`config.mk`:
```
export PLATFORM = sky130hd
export DESIGN_NAME = serial_rx_deframer_flat
export DESIGN_NICKNAME = d
export VERILOG_FILES = /design/src/rtl/serial_rx_pkg.sv /design/src/rtl/serial_rx_deframer_if.sv /design/src/rtl/serial_rx_baud_gen.sv /design/src/rtl/serial_rx_deframer.sv /design/src/flat_wrapper.sv
export SDC_FILE = /design/constraint.sdc
export NUM_CORES = 1
export LEC_CHECK = 0
export ABC_AREA = 0
export CAP_MARGIN = 20
export CORE_ASPECT_RATIO = 1.2
export CORE_MARGIN = 5
export CORE_UTILIZATION = 60
export CTS_CLUSTER_DIAMETER = 150
export DETAILED_ROUTE_END_ITERATION = 12
export PLACE_DENSITY = 0.83
export SETUP_SLACK_MARGIN = 0.3
export SYNTH_ARGS = -nofsm -noshare
export SYNTH_HDL_FRONTEND = slang
export SYNTH_SLANG_ARGS = --single-unit
```
`constraint.sdc`:
```
create_clock -name clk -period 4.73 [get_ports clk]
set_input_delay 0.473 -clock clk [delete_from_list [all_inputs] [get_ports clk]]
set_output_delay 0.473 -clock clk [all_outputs]
set_load 0.01 [all_outputs]
```
`src/rtl/serial_rx_pkg.sv`:
```
// Shared types and constants for the serial receive deframer.
// State encoding, data width and a constant-evaluable clog2 helper.
package serial_rx_pkg;

  localparam int DATA_W = 8;

  typedef enum logic [2:0] {
    IDLE   = 3'd0,
    START  = 3'd1,
    DATA   = 3'd2,
    PARITY = 3'd3,
    STOP   = 3'd4,
    BREAK  = 3'd5
  } rx_state_e;

  function automatic int clog2(input int value);
    int r;
    r = 0;
    for (int i = 0; i < 31; i++) begin
      if ((1 << i) < value) r = i + 1;
    end
    return r;
  endfunction

endpackage

```
`src/rtl/serial_rx_deframer_if.sv`:
```
// Byte output handshake of the deframer: valid/ready with an 8-bit payload.
// The deframer drives the master side, the consumer the slave side.
interface serial_rx_deframer_if;
  import serial_rx_pkg::*;

  logic [DATA_W-1:0] rx_data;
  logic              rx_valid;
  logic              rx_ready;

  modport master (
    output rx_data,
    output rx_valid,
    input  rx_ready
  );

  modport slave (
    input  rx_data,
    input  rx_valid,
    output rx_ready
  );

endinterface

```
`src/rtl/serial_rx_baud_gen.sv`:
```
// Bit-period down-counter: load-HALF re-targets mid-bit, load-FULL starts the next bit,
// run counts down. tick marks the sample cycle (count reached zero while running).
module serial_rx_baud_gen
  import serial_rx_pkg::*;
#(
  parameter int CLKS_PER_BIT = 434,
  parameter int CNT_W        = clog2(CLKS_PER_BIT)
) (
  input  logic clk,
  input  logic rst_n,
  input  logic load_half,
  input  logic load_full,
  input  logic run,
  output logic tick
);

  localparam logic [CNT_W-1:0] HALF = CNT_W'(CLKS_PER_BIT / 2 - 1);
  localparam logic [CNT_W-1:0] FULL = CNT_W'(CLKS_PER_BIT - 1);

  logic [CNT_W-1:0] cnt_q;
  logic [CNT_W-1:0] cnt_d;

  assign tick = run && (cnt_q == '0);

  // A resync edge outranks the bit reload; the top never asserts both together.
  always_comb begin
    cnt_d = cnt_q;
    if (load_half) begin
      cnt_d = HALF;
    end else if (load_full) begin
      cnt_d = FULL;
    end else if (run) begin
      cnt_d = cnt_q - CNT_W'(1);
    end
  end

  always_ff @(posedge clk or negedge rst_n) begin
    if (!rst_n) begin
      cnt_q <= '0;
    end else begin
      cnt_q <= cnt_d;
    end
  end

endmodule

```
`src/rtl/serial_rx_deframer.sv`:
```
// UART-style 8N1 frame receiver with edge resync and a single-entry output register.
// Optional 8E1 framing with parity_err output when SERIAL_RX_PARITY_EN is defined.
module serial_rx_deframer
  import serial_rx_pkg::*;
#(
  parameter int CLKS_PER_BIT = 434,
  parameter int CNT_W        = clog2(CLKS_PER_BIT)
) (
  input  logic                 clk,
  input  logic                 rst_n,
  input  logic                 rx_level,
  input  logic                 rx_edge,
  serial_rx_deframer_if.master out_if,
  output logic                 frame_err,
`ifdef SERIAL_RX_PARITY_EN
  output logic                 parity_err,
`endif
  output logic                 overrun,
  output logic                 busy
);

  rx_state_e         state_q, state_d;
  logic [2:0]        bit_idx_q, bit_idx_d;
  logic [DATA_W-1:0] shift_q, shift_d;
  logic [DATA_W-1:0] data_q, data_d;
  logic              valid_q, valid_d;
  logic              frame_err_q, frame_err_d;
  logic              overrun_q, overrun_d;
`ifdef SERIAL_RX_PARITY_EN
  logic              par_q, par_d;
  logic              parity_err_q, parity_err_d;
`endif

  logic in_frame;
  logic tick;
  logic load_half;
  logic byte_done;

  assign in_frame = (state_q == START) || (state_q == DATA) ||
                    (state_q == PARITY) || (state_q == STOP);

  // An edge landing on the sample cycle is ignored so the sample stays on schedule.
  assign load_half = rx_edge && (((state_q == IDLE) && !rx_level) || (in_frame && !tick));

  serial_rx_baud_gen #(
    .CLKS_PER_BIT (CLKS_PER_BIT),
    .CNT_W        (CNT_W)
  ) u_baud (
    .clk       (clk),
    .rst_n     (rst_n),
    .load_half (load_half),
    .load_full (tick),
    .run       (in_frame),
    .tick      (tick)
  );

  always_comb begin
    state_d     = state_q;
    bit_idx_d   = bit_idx_q;
    shift_d     = shift_q;
    data_d      = data_q;
    valid_d     = valid_q;
    frame_err_d = 1'b0;
    overrun_d   = 1'b0;
    byte_done   = 1'b0;
`ifdef SERIAL_RX_PARITY_EN
    par_d        = par_q;
    parity_err_d = 1'b0;
`endif

    case (state_q)
      IDLE: begin
        if (rx_edge && !rx_level) state_d = START;
      end
      START: begin
        if (tick) begin
          if (!rx_level) begin
            state_d   = DATA;
            bit_idx_d = 3'd0;
          end else begin
            state_d = IDLE;
          end
        end
      end
      DATA: begin
        if (tick) begin
          shift_d   = {rx_level, shift_q[DATA_W-1:1]};
          bit_idx_d = bit_idx_q + 3'd1;
          if (bit_idx_q == 3'd7) begin
`ifdef SERIAL_RX_PARITY_EN
            state_d = PARITY;
`else
            state_d = STOP;
`endif
          end
        end
      end
`ifdef SERIAL_RX_PARITY_EN
      PARITY: begin
        if (tick) begin
          par_d   = rx_level;
          state_d = STOP;
        end
      end
`endif
      STOP: begin
        if (tick) begin
          if (!rx_level) begin
            frame_err_d = 1'b1;
            state_d     = BREAK;
          end else begin
            state_d   = IDLE;
            byte_done = 1'b1;
          end
`ifdef SERIAL_RX_PARITY_EN
          // Even parity: data bits plus parity bit must XOR to zero.
          if (^{shift_q, par_q}) begin
            parity_err_d = 1'b1;
            byte_done    = 1'b0;
          end
`endif
        end
      end
      BREAK: begin
        if (rx_level) state_d = IDLE;
      end
      default: begin
        state_d = IDLE;
      end
    endcase

    // Single-entry holding register; a same-cycle read frees room for the new byte.
    if (byte_done) begin
      if (!valid_q || out_if.rx_ready) begin
        data_d  = shift_q;
        valid_d = 1'b1;
      end else begin
        overrun_d = 1'b1;
      end
    end else if (valid_q && out_if.rx_ready) begin
      valid_d = 1'b0;
    end
  end

  always_ff @(posedge clk or negedge rst_n) begin
    if (!rst_n) begin
      state_q      <= IDLE;
      bit_idx_q    <= 3'd0;
      shift_q      <= '0;
      data_q       <= '0;
      valid_q      <= 1'b0;
      frame_err_q  <= 1'b0;
      overrun_q    <= 1'b0;
`ifdef SERIAL_RX_PARITY_EN
      par_q        <= 1'b0;
      parity_err_q <= 1'b0;
`endif
    end else begin
      state_q      <= state_d;
      bit_idx_q    <= bit_idx_d;
      shift_q      <= shift_d;
      data_q       <= data_d;
      valid_q      <= valid_d;
      frame_err_q  <= frame_err_d;
      overrun_q    <= overrun_d;
`ifdef SERIAL_RX_PARITY_EN
      par_q        <= par_d;
      parity_err_q <= parity_err_d;
`endif
    end
  end

  assign out_if.rx_data  = data_q;
  assign out_if.rx_valid = valid_q;
  assign frame_err       = frame_err_q;
  assign overrun         = overrun_q;
  assign busy            = (state_q != IDLE);
`ifdef SERIAL_RX_PARITY_EN
  assign parity_err      = parity_err_q;
`endif

endmodule

```
`src/flat_wrapper.sv`:
```
// flat-port wrapper written by rule: the top's interface ports become plain ports
module serial_rx_deframer_flat import serial_rx_pkg::*;
#(
  parameter int CLKS_PER_BIT = 434,
  parameter int CNT_W        = clog2(CLKS_PER_BIT)
)
  (clk, rst_n, rx_level, rx_edge, frame_err, overrun, busy, out_if_rx_data, out_if_rx_valid, out_if_rx_ready);
  serial_rx_deframer_if out_if_i ();
  input  logic clk;
  input  logic rst_n;
  input  logic rx_level;
  input  logic rx_edge;
  output logic frame_err;
  output logic overrun;
  output logic busy;
  output wire logic [$bits(out_if_i.rx_data)-1:0] out_if_rx_data;
  output wire logic [$bits(out_if_i.rx_valid)-1:0] out_if_rx_valid;
  input wire logic [$bits(out_if_i.rx_ready)-1:0] out_if_rx_ready;
  assign out_if_rx_data = out_if_i.rx_data;
  assign out_if_rx_valid = out_if_i.rx_valid;
  assign out_if_i.rx_ready = out_if_rx_ready;
  serial_rx_deframer #(.CLKS_PER_BIT(CLKS_PER_BIT), .CNT_W(CNT_W)) u_core (.clk(clk), .rst_n(rst_n), .rx_level(rx_level), .rx_edge(rx_edge), .out_if(out_if_i), .frame_err(frame_err), .overrun(overrun), .busy(busy));
endmodule
```
==> results.yml, run 1 <==
clock_network:
  cts-root-buf: "clkbuf_4"
  cts.hold.buffers_added: 0
  clk_path_buf_depth: 2
  tritoncts: "done"
  htree_levels: 2
  cts_buffers: 5
  clock-sinks: 34
  path_clk_slew_ns: 0.10
  cts_resized: 0
  postCtsSetupRepairBufs: 0
  clock_latency_ns: 0.34
synth:
  synthCells: 146
  ys_top_cells_by_area: "dfrtp_1, mux2_2, o21ai_0, nor3_1, ha_1"
  yosys_warnings: 0
  synthArstFlopShare: 1.00
  yosysTopAreaCellShare: 0.506
  syn-cell-area_sq_mm: 0.00168
  yosysTopAreaCell: "dfrtp_1"
  synth.avg_cell_area_sq_um: 11.5
  synth_seq_area_share: 0.506
  synth_edf_count: 0
  synth_nets: 154
  synth_seq_cells: 34
  synth_cell_type_count: 46
  synthFlopType: "dfrtp_1"
grt:
  first_global_vias: 1239
  grt_pass1_wl_um: 5570
  grt_usage: 0.190
  antenna_found_initial: 0
  grt_max_degree: 35
  grt_overflow: 0
sta:
  setup-violations-final: 0
  period_share: 0.514
  hold_viol: 0
  clock_skew_ns: 0.0153
  rsz0062_at_grt: "no"
  min_period_ns: 2.43
  clock.fmax_ghz: 0.412
  maxSlewViolCount: 0
  worstMarginPinSlew_ns: 0.486
  finalSetupTns_ns: 0
  whs_ns: 0.503
  max_slew_margin: 0.675
routing:
  drc_errors: 0
  dr.pass1.iters: 4
  routed_wl_um: 3230
  vias: 1234
  ant_nets: 0
  routed_via_density: 6.23
  drt-initial-drc-count: 33
  wl_per_cell_um: 16.3
power:
  p_per_area_mw_per_mm2: 255
  p_int_uw: 364
  combPwrFrac: 0.070
  p_seq_frac: 0.626
  ir_worst_vdd_uv: 239
  clkPwrFrac: 0.304
  switching_share: 0.253
  leakage_nw: 0.853
  power.switching_uw: 123
  finalPower_uw: 488
layout:
  layout_common_cells: "dfrtp_1, clkdlybuf4s50_1, mux2_2, nor2_1, o21ai_0"
  syn2layout_area_growth_pct: 13.5
  nets: 172
  fillerInstances: 196
  final_common_cell: "dfrtp_1"
  diodes: 0
  drive_gt1_frac: 0.189
critical_path:
  r2r-end: "u_core.out_if.rx_data[6]"
  critPathLaunch: "u_core.state_q[1]"
  critPathCapture: "busy"
  crit_chain: "or3_1, clkdlybuf4s50_1"
  crit_fanout: 13
  worstPathRequired_ns: 4.26
  end_kind: "output port"
  slowest_delay_ns: 0.55
  cp-start-kind: "flop"
  r2r_start: "u_core.u_baud.cnt_q[0]"
  cp_top_family: "simple AND/OR/NAND/NOR gates"
  cpMaxStageDelayCell: "or3_1"
  critPathKind: "flop to output port"
  reg2reg_depth: 6
  path_buf_inv: 1
  reg2reg_slack_ns: 2.66
  worstPathArrival_ns: 1.96
  critical_path_cell_count: 2
floorplanning:
  fp.dieW_um: 58.3
  io_pins: 17
  die-area_sq_mm: 0.00397
  die_y_um: 68.0
  initial_utilization: 0.616
  core_area_sq_mm: 0.00273
  row_count: 21
placed_design:
  place.gp.congestion: 0.942
  portBuffers: 16
  dp_hpwl_um: 2390
run:
  cap_violations: 0
run_status:
  outcome: "finished clean"
worst_hold_path:
  worstHoldPathType: "flop to flop"
-- state kept, by name, indices dropped and copies added (netlist names) --
name	flops
u_core.u_baud.cnt_q	9
u_core.out_if.rx_data	8
u_core.shift_q	8
u_core.bit_idx_q	3
u_core.state_q	3
u_core.frame_err	1
u_core.out_if.rx_valid	1
u_core.overrun	1
-- synth_stat cells, types with 2 or more instances --
cell,instances
ha_1,3
buf_2,3
nand2_1,5
a211o_1,2
inv_1,2
a21oi_1,4
and2_4,2
nand4_1,2
clkbuf_1,2
a22o_1,3
mux2_2,14
o21ai_0,9
nand3b_1,2
or3_1,2
nand3_1,6
nor3_1,8
dfrtp_1,34
mux2_1,2
nor2_1,10
nand4b_1,2
nor2b_1,3
o21ai_1,2
-- final cells by class --
type | instances | area, sq um | share of cell area
Timing Repair Buffer | 17 | 168 | 0.0878
Tap cell | 34 | 42.5 | 0.0223
Clock buffer | 5 | 37.5 | 0.0196
Multi-Input combinational cell | 104 | 795 | 0.416
Inverter | 2 | 7.51 | 0.00393
Sequential cell | 34 | 851 | 0.445
Clock inverter | 2 | 10.0 | 0.00524
-- worst reg2reg max path: stages, from the launching register on --
cell and delay, ns:
dfrtp_1 0.43, inv_1 0.07, ha_1 0.21, nor4b_4 0.45
and2_4 0.33, nand3b_4 0.15, mux2_1 0.34
-- metal layers --
metal  GRT usage  wire length, um
met3      0.0642              218
met4       0.122               68
met1       0.203             1340
met5           0                0
met2       0.320             1600
-- logic make-up (layout without fill, tap and decap cells) --
logic type      count (synthesis)  count (layout)  synth area share
xor+xnor                        1               1           0.00521
mux                            16              16             0.107
compound gates                 31              31             0.129
simple gates                   53              53             0.209
fa+ha+maj                       3               3            0.0223
flops                          34              34             0.506
buf+inv                         8              26            0.0223
-- worst min path at each step --
stage,from,to,cells after the start
final,u_core.out_if.rx_data[5],u_core.out_if.rx_data[5],1
after global routing,u_core.out_if.rx_data[6],u_core.out_if.rx_data[6],1
after CTS,u_core.out_if.rx_data[5],u_core.out_if.rx_data[5],1
after detailed placement,u_core.out_if.rx_data[5],u_core.out_if.rx_data[5],1
after global placement,u_core.out_if.rx_data[5],u_core.out_if.rx_data[5],1
after floorplan,rst_n,u_core.bit_idx_q[0],0
-- stage by stage --
stage	utilization	setup WS, ns	instance area [sq um]	instances
floorplan	-	2.94	1680	146
global placement	0.682	2.68	1860	191
detailed placement	0.682	2.67	1860	191
CTS	0.699	2.30	1910	198
global route	0.699	2.22	1910	198
finish	0.699	2.30	1910	198
-- power groups by stage --
stage          combinational (mW)  clock (mW)  sequential (mW)
2_1_floorplan              0.0206           0            0.309
3_3_place_gp               0.0337           0            0.310
3_5_place_dp               0.0345           0            0.311
4_1_cts                    0.0347       0.154            0.305
5_1_grt                    0.0389       0.167            0.306
6_report                   0.0342       0.148            0.305
Note: power is estimated with default switching activity, not from simulation.
==> run 2, diff against run 1 <==
CORE_UTILIZATION = 50   (was 60)
PLACE_DENSITY = 0.74   (was 0.83)
clock period = 2.2 ns   (was 4.73 ns; I/O delays follow)
==> run 2 against run 1 <==
Compared with the run above:
- sequential share of layout area down 3.4 points
- sequential power is 120% higher
- cell count increased by 8.1%
- critical path type unchanged
==> results.yml, run 2 (same netlist as run 1, synthesis figures left out) <==
run_status:
  outcome: "finished clean"
layout:
  layout_common_cells: "dfrtp_1, clkdlybuf4s50_1, mux2_2, buf_4, nor2_1"
  syn2layout_area_growth_pct: 23.0
  seq_area_sq_um: 852
  drive_gt1_frac: 0.266
  final_util: 0.625
  multi_input_area_sq_um: 811
  nets: 184
  final_common_cell: "dfrtp_1"
  fin_area_sq_mm: 0.00207
  largest_reg_flops: 9
  diodes: 0
  regMostFlops: "u_core.u_baud.cnt_q"
  fillerInstances: 244
grt:
  grt_max_degree: 35
  grt_pass1_wl_um: 5880
  grt_overflow: 0
  antenna_found_initial: 0
  first_global_vias: 1253
  grt_usage: 0.161
sta:
  hold_viol: 0
  clock.fmax_ghz: 0.516
  finalSetupTns_ns: 0
  worstMarginPinSlew_ns: 0.502
  max_slew_margin: 0.664
  clock_skew_ns: 0.00298
  maxSlewViolCount: 0
  period_share: 0.881
  rsz0062_at_grt: "yes"
  min_period_ns: 1.94
  setup-violations-final: 0
critical_path:
  critPathLaunch: "u_core.state_q[0]"
  cp_top_family: "buffers and inverters"
  worstPathRequired_ns: 1.98
  worstPathArrival_ns: 1.72
  slowest_delay_ns: 0.50
  critPathKind: "flop to output port"
  path_buf_inv: 1
  cpMaxStageDelayCell: "clkdlybuf4s50_1"
  crit_chain: "or3_4, clkdlybuf4s50_1"
  cp-start-kind: "flop"
  end_kind: "output port"
  crit_fanout: 14
  r2r_start: "u_core.u_baud.cnt_q[0]"
clock_network:
  cts-root-buf: "clkbuf_8"
  cts_buffers: 5
  htree_levels: 2
  clock_latency_ns: 0.29
  clk_path_buf_depth: 2
  tritoncts: "done"
  path_clk_slew_ns: 0.07
  cts.hold.buffers_added: 0
  clock-sinks: 34
placed_design:
  place_area_sq_mm: 0.00189
  place.gp.congestion: 0.902
  portBuffers: 16
  dp_hpwl_um: 2390
floorplanning:
  die-area_sq_mm: 0.00463
  initial_utilization: 0.509
  core_area_sq_mm: 0.00331
  row_count: 23
  io_pins: 17
  fp.dieW_um: 63.0
  die_y_um: 73.6
routing:
  routed_via_density: 6.09
  vias: 1303
  ant_nets: 0
  drc_errors: 0
  routed_wl_um: 3450
  wl_per_cell_um: 16.1
  drt-initial-drc-count: 81
  dr.pass1.iters: 4
worst_hold_path:
  worstHoldPathType: "input port to async pin"
power:
  p_int_uw: 923
  leakage_nw: 0.939
  clkPwrFrac: 0.395
  p_per_area_mw_per_mm2: 586
  p_seq_frac: 0.541
  power.switching_uw: 290
  combPwrFrac: 0.064
  finalPower_mw: 1.21
  ir_worst_vdd_uv: 500
  switching_share: 0.239
run:
  cap_violations: 0
[run 2: power groups by stage]
stage | Sequential [mW] | Combinational (mW) | Clock [mW]
global placement | 0.667 | 0.0722 | 0
CTS | 0.655 | 0.0759 | 0.488
global route | 0.657 | 0.0870 | 0.525
finish | 0.656 | 0.0772 | 0.480
floorplan | 0.664 | 0.0444 | 0
detailed placement | 0.667 | 0.0743 | 0
[run 2: worst reg2reg max path, stage by stage, from the launching register on]
cell and delay (ns):
dfrtp_1 0.42, inv_1 0.08, ha_2 0.21, nor4b_4 0.25
and2_4 0.25, nand3b_4 0.15, mux2_1 0.35
[run 2: path summary, 6_finish.rpt]
| kind | cells after the start | slack, ns | endpoint |
|---|---|---|---|
| setup / recovery | 2 | 0.26 | busy |
| hold / removal | 2 | 0.33 | u_core.out_if.rx_data[3] |
| setup reg to reg | 6 | 0.39 | u_core.out_if.rx_data[6] |
| hold reg to reg | 1 | 0.50 | u_core.out_if.rx_data[5] |
| max in group asynchronous | 2 | 1.55 | u_core.state_q[0] |
| min in group clk | 1 | 0.50 | u_core.out_if.rx_data[5] |
[run 2: stage by stage]
stage,instances,setup slack (ns),hold slack [ns]
floorplan,146,0.407,-0.0756
global placement,197,0.242,0.477
detailed placement,197,0.158,0.490
CTS,208,0.211,0.338
global route,214,0.204,0.386
finish,214,0.262,0.327
[run 2: metal layers]
metal / share of wire / global-route usage
met1: 0.43 / 0.197
met2: 0.49 / 0.263
met3: 0.060 / 0.0413
met4: 0.019 / 0.0825
met5: 0 / 0
[run 2: area by class of cell]
class	count	share of cell area
clock inverter	2	0.00605
multi-input combinational	104	0.392
sequential	34	0.412
clock buffer	6	0.0399
tap	37	0.0224
inverter	2	0.00363
timing repair buffer	29	0.125
[run 2: repair_timing]
| action | CTS | global route |
|---|---|---|
| buffers inserted | 3 | 6 |
| gates resized for setup | 1 | 3 |
| pin swaps | 0 | 1 |
| cloned | 0 | 0 |
| endpoints found under the setup margin | 18 | 23 |
==> run 3, diff against run 2 <==
GPL_TIMING_DRIVEN = 0   (was unset)
REMOVE_ABC_BUFFERS = 1   (was unset)
==> run 3 against run 2 <==
Compared with the run above:
- the run now ends with hold timing left
- cell count increased by 0.93%
- largest power group unchanged
- cell area is 2.4% higher
- non-clock buffer count rose by 2
- routed wire length rose by 0.23%
==> results.yml, run 3 (same netlist as run 1, synthesis figures left out) <==
layout:
  regMostFlops: "u_core.u_baud.cnt_q"
  drive_gt1_frac: 0.313
  syn2layout_area_growth_pct: 25.9
  fin_area_sq_mm: 0.00212
  largest_reg_flops: 9
  diodes: 0
  final_common_cell: "dfrtp_1"
  layout_common_cells: "dfrtp_1, buf_4, mux2_2, clkdlybuf4s50_1, nor2_1"
  final_util: 0.640
  nets: 186
sta:
  whs_ns: -0.00219
  hold_viol: 4
  clock_skew_ns: 0.00773
  clock.fmax_ghz: 0.544
  fin_ws_ns: 0.363
  rsz0062_at_grt: "no"
  period_share: 0.835
  setup-violations-final: 0
  max_slew_margin: 0.501
  maxSlewViolCount: 0
  finalSetupTns_ns: 0
  worstMarginPinSlew_ns: 0.749
  min_period_ns: 1.84
critical_path:
  reg2reg_depth: 7
  r2r_start: "u_core.u_baud.cnt_q[1]"
  worstPathArrival_ns: 2.00
  worstPathRequired_ns: 2.37
  critPathCapture: "u_core.u_baud.cnt_q[3]"
  r2r-end: "u_core.u_baud.cnt_q[3]"
  cp-start-kind: "flop"
  critPathKind: "flop to flop"
  end_kind: "flop"
  reg2reg_slack_ns: 0.36
  crit_fanout: 7
  critPathLaunch: "u_core.u_baud.cnt_q[1]"
clock_network:
  clock_latency_ns: 0.29
  path_clk_slew_ns: 0.07
  cts_buffers: 5
  tritoncts: "done"
  cts-root-buf: "clkbuf_8"
  clock-sinks: 34
  clk_path_buf_depth: 2
  htree_levels: 2
placed_design:
  portBuffers: 16
  pre_cts_ws_ns: 0.106
  dp_hpwl_um: 2280
  place.gp.congestion: 0.902
  place_area_sq_mm: 0.00185
routing:
  routed_via_density: 6.05
  drc_errors: 0
  dr.pass1.iters: 4
  wl_per_cell_um: 16.0
  routed_wl_um: 3450
  vias: 1306
  ant_nets: 0
  drt-initial-drc-count: 56
grt:
  grt_pass1_wl_um: 5510
  grt_overflow: 0
  first_global_vias: 1247
  grt_max_degree: 35
  antenna_found_initial: 0
  grt_usage: 0.152
power:
  p_per_area_mw_per_mm2: 574
  leakage_nw: 0.967
  ir_worst_vdd_uv: 432
worst_hold_path:
  worstHoldPathType: "input port to async pin"
floorplanning:
  core_area_sq_mm: 0.00331
  row_count: 23
  die-area_sq_mm: 0.00463
  io_pins: 17
  die_y_um: 73.6
  initial_utilization: 0.509
  fp.dieW_um: 63.0
run_status:
  outcome: "finished, violations left"
  failed_checks: "hold timing"
run:
  cap_violations: 0
[run 3: critical path, stage by stage, from the launching register on]
cell	delay, ns
dfrtp_1	0.41
inv_1	0.10
ha_4	0.15
nor4b_4	0.25
buf_4	0.21
nand2_4	0.08
a31o_4	0.29
a211o_1	0.22
[run 3: power by group]
group	internal, mW	switching (mW)
clock network	0.251	0.216
logic	0.0434	0.0491
registers	0.638	0.0185
total	0.932	0.283
[run 3: worst min path at each step]
stage / to / cells after the start / slack [ns] / start
after floorplan: u_core.bit_idx_q[0] / 0 / -0.08 / rst_n
after global placement: u_core.out_if.rx_data[5] / 1 / 0.48 / u_core.out_if.rx_data[5]
after detailed placement: u_core.shift_q[4] / 1 / 0.32 / rst_n
after CTS: u_core.out_if.rx_data[4] / 1 / 0.02 / rst_n
after global routing: u_core.out_if.rx_data[5] / 1 / 0.05 / rst_n
final: u_core.shift_q[4] / 1 / -0.002 / rst_n
[run 3: cell type report]
class | count | area, sq um
fill | 254 | 1190
clock buffer | 6 | 82.6
tap | 37 | 46.3
sequential | 34 | 856
inverter | 2 | 7.51
clock inverter | 2 | 12.5
timing repair buffer | 31 | 270
multi-input combinational | 104 | 843
[run 3: per-stage QoR]
stage	hold slack (ns)	std cells	power, mW
floorplan	-0.0756	140	0.707
global route	0.0544	216	1.27
CTS	0.0166	204	1.21
detailed placement	0.316	193	0.740
global placement	0.475	193	0.737
finish	-0.00219	216	1.22
[run 3: repair_timing]
| item | 4_1_cts | 5_1_grt |
|---|---|---|
| gates resized for setup | 2 | 12 |
| setup endpoints to repair | 24 | 22 |
| pin swaps | 0 | 2 |
| hold buffers | 0 | 0 |
| cloned | 0 | 0 |
| setup buffers | 3 | 12 |
[run 3: per-layer routing]
layer  global-route usage  wire length (um)  vias up
met5                    0                 0        -
met4               0.0825                75        0
met3               0.0367               208        8
met2                0.260              1740       50
met1                0.174              1430      641
li1                     -                 -      607
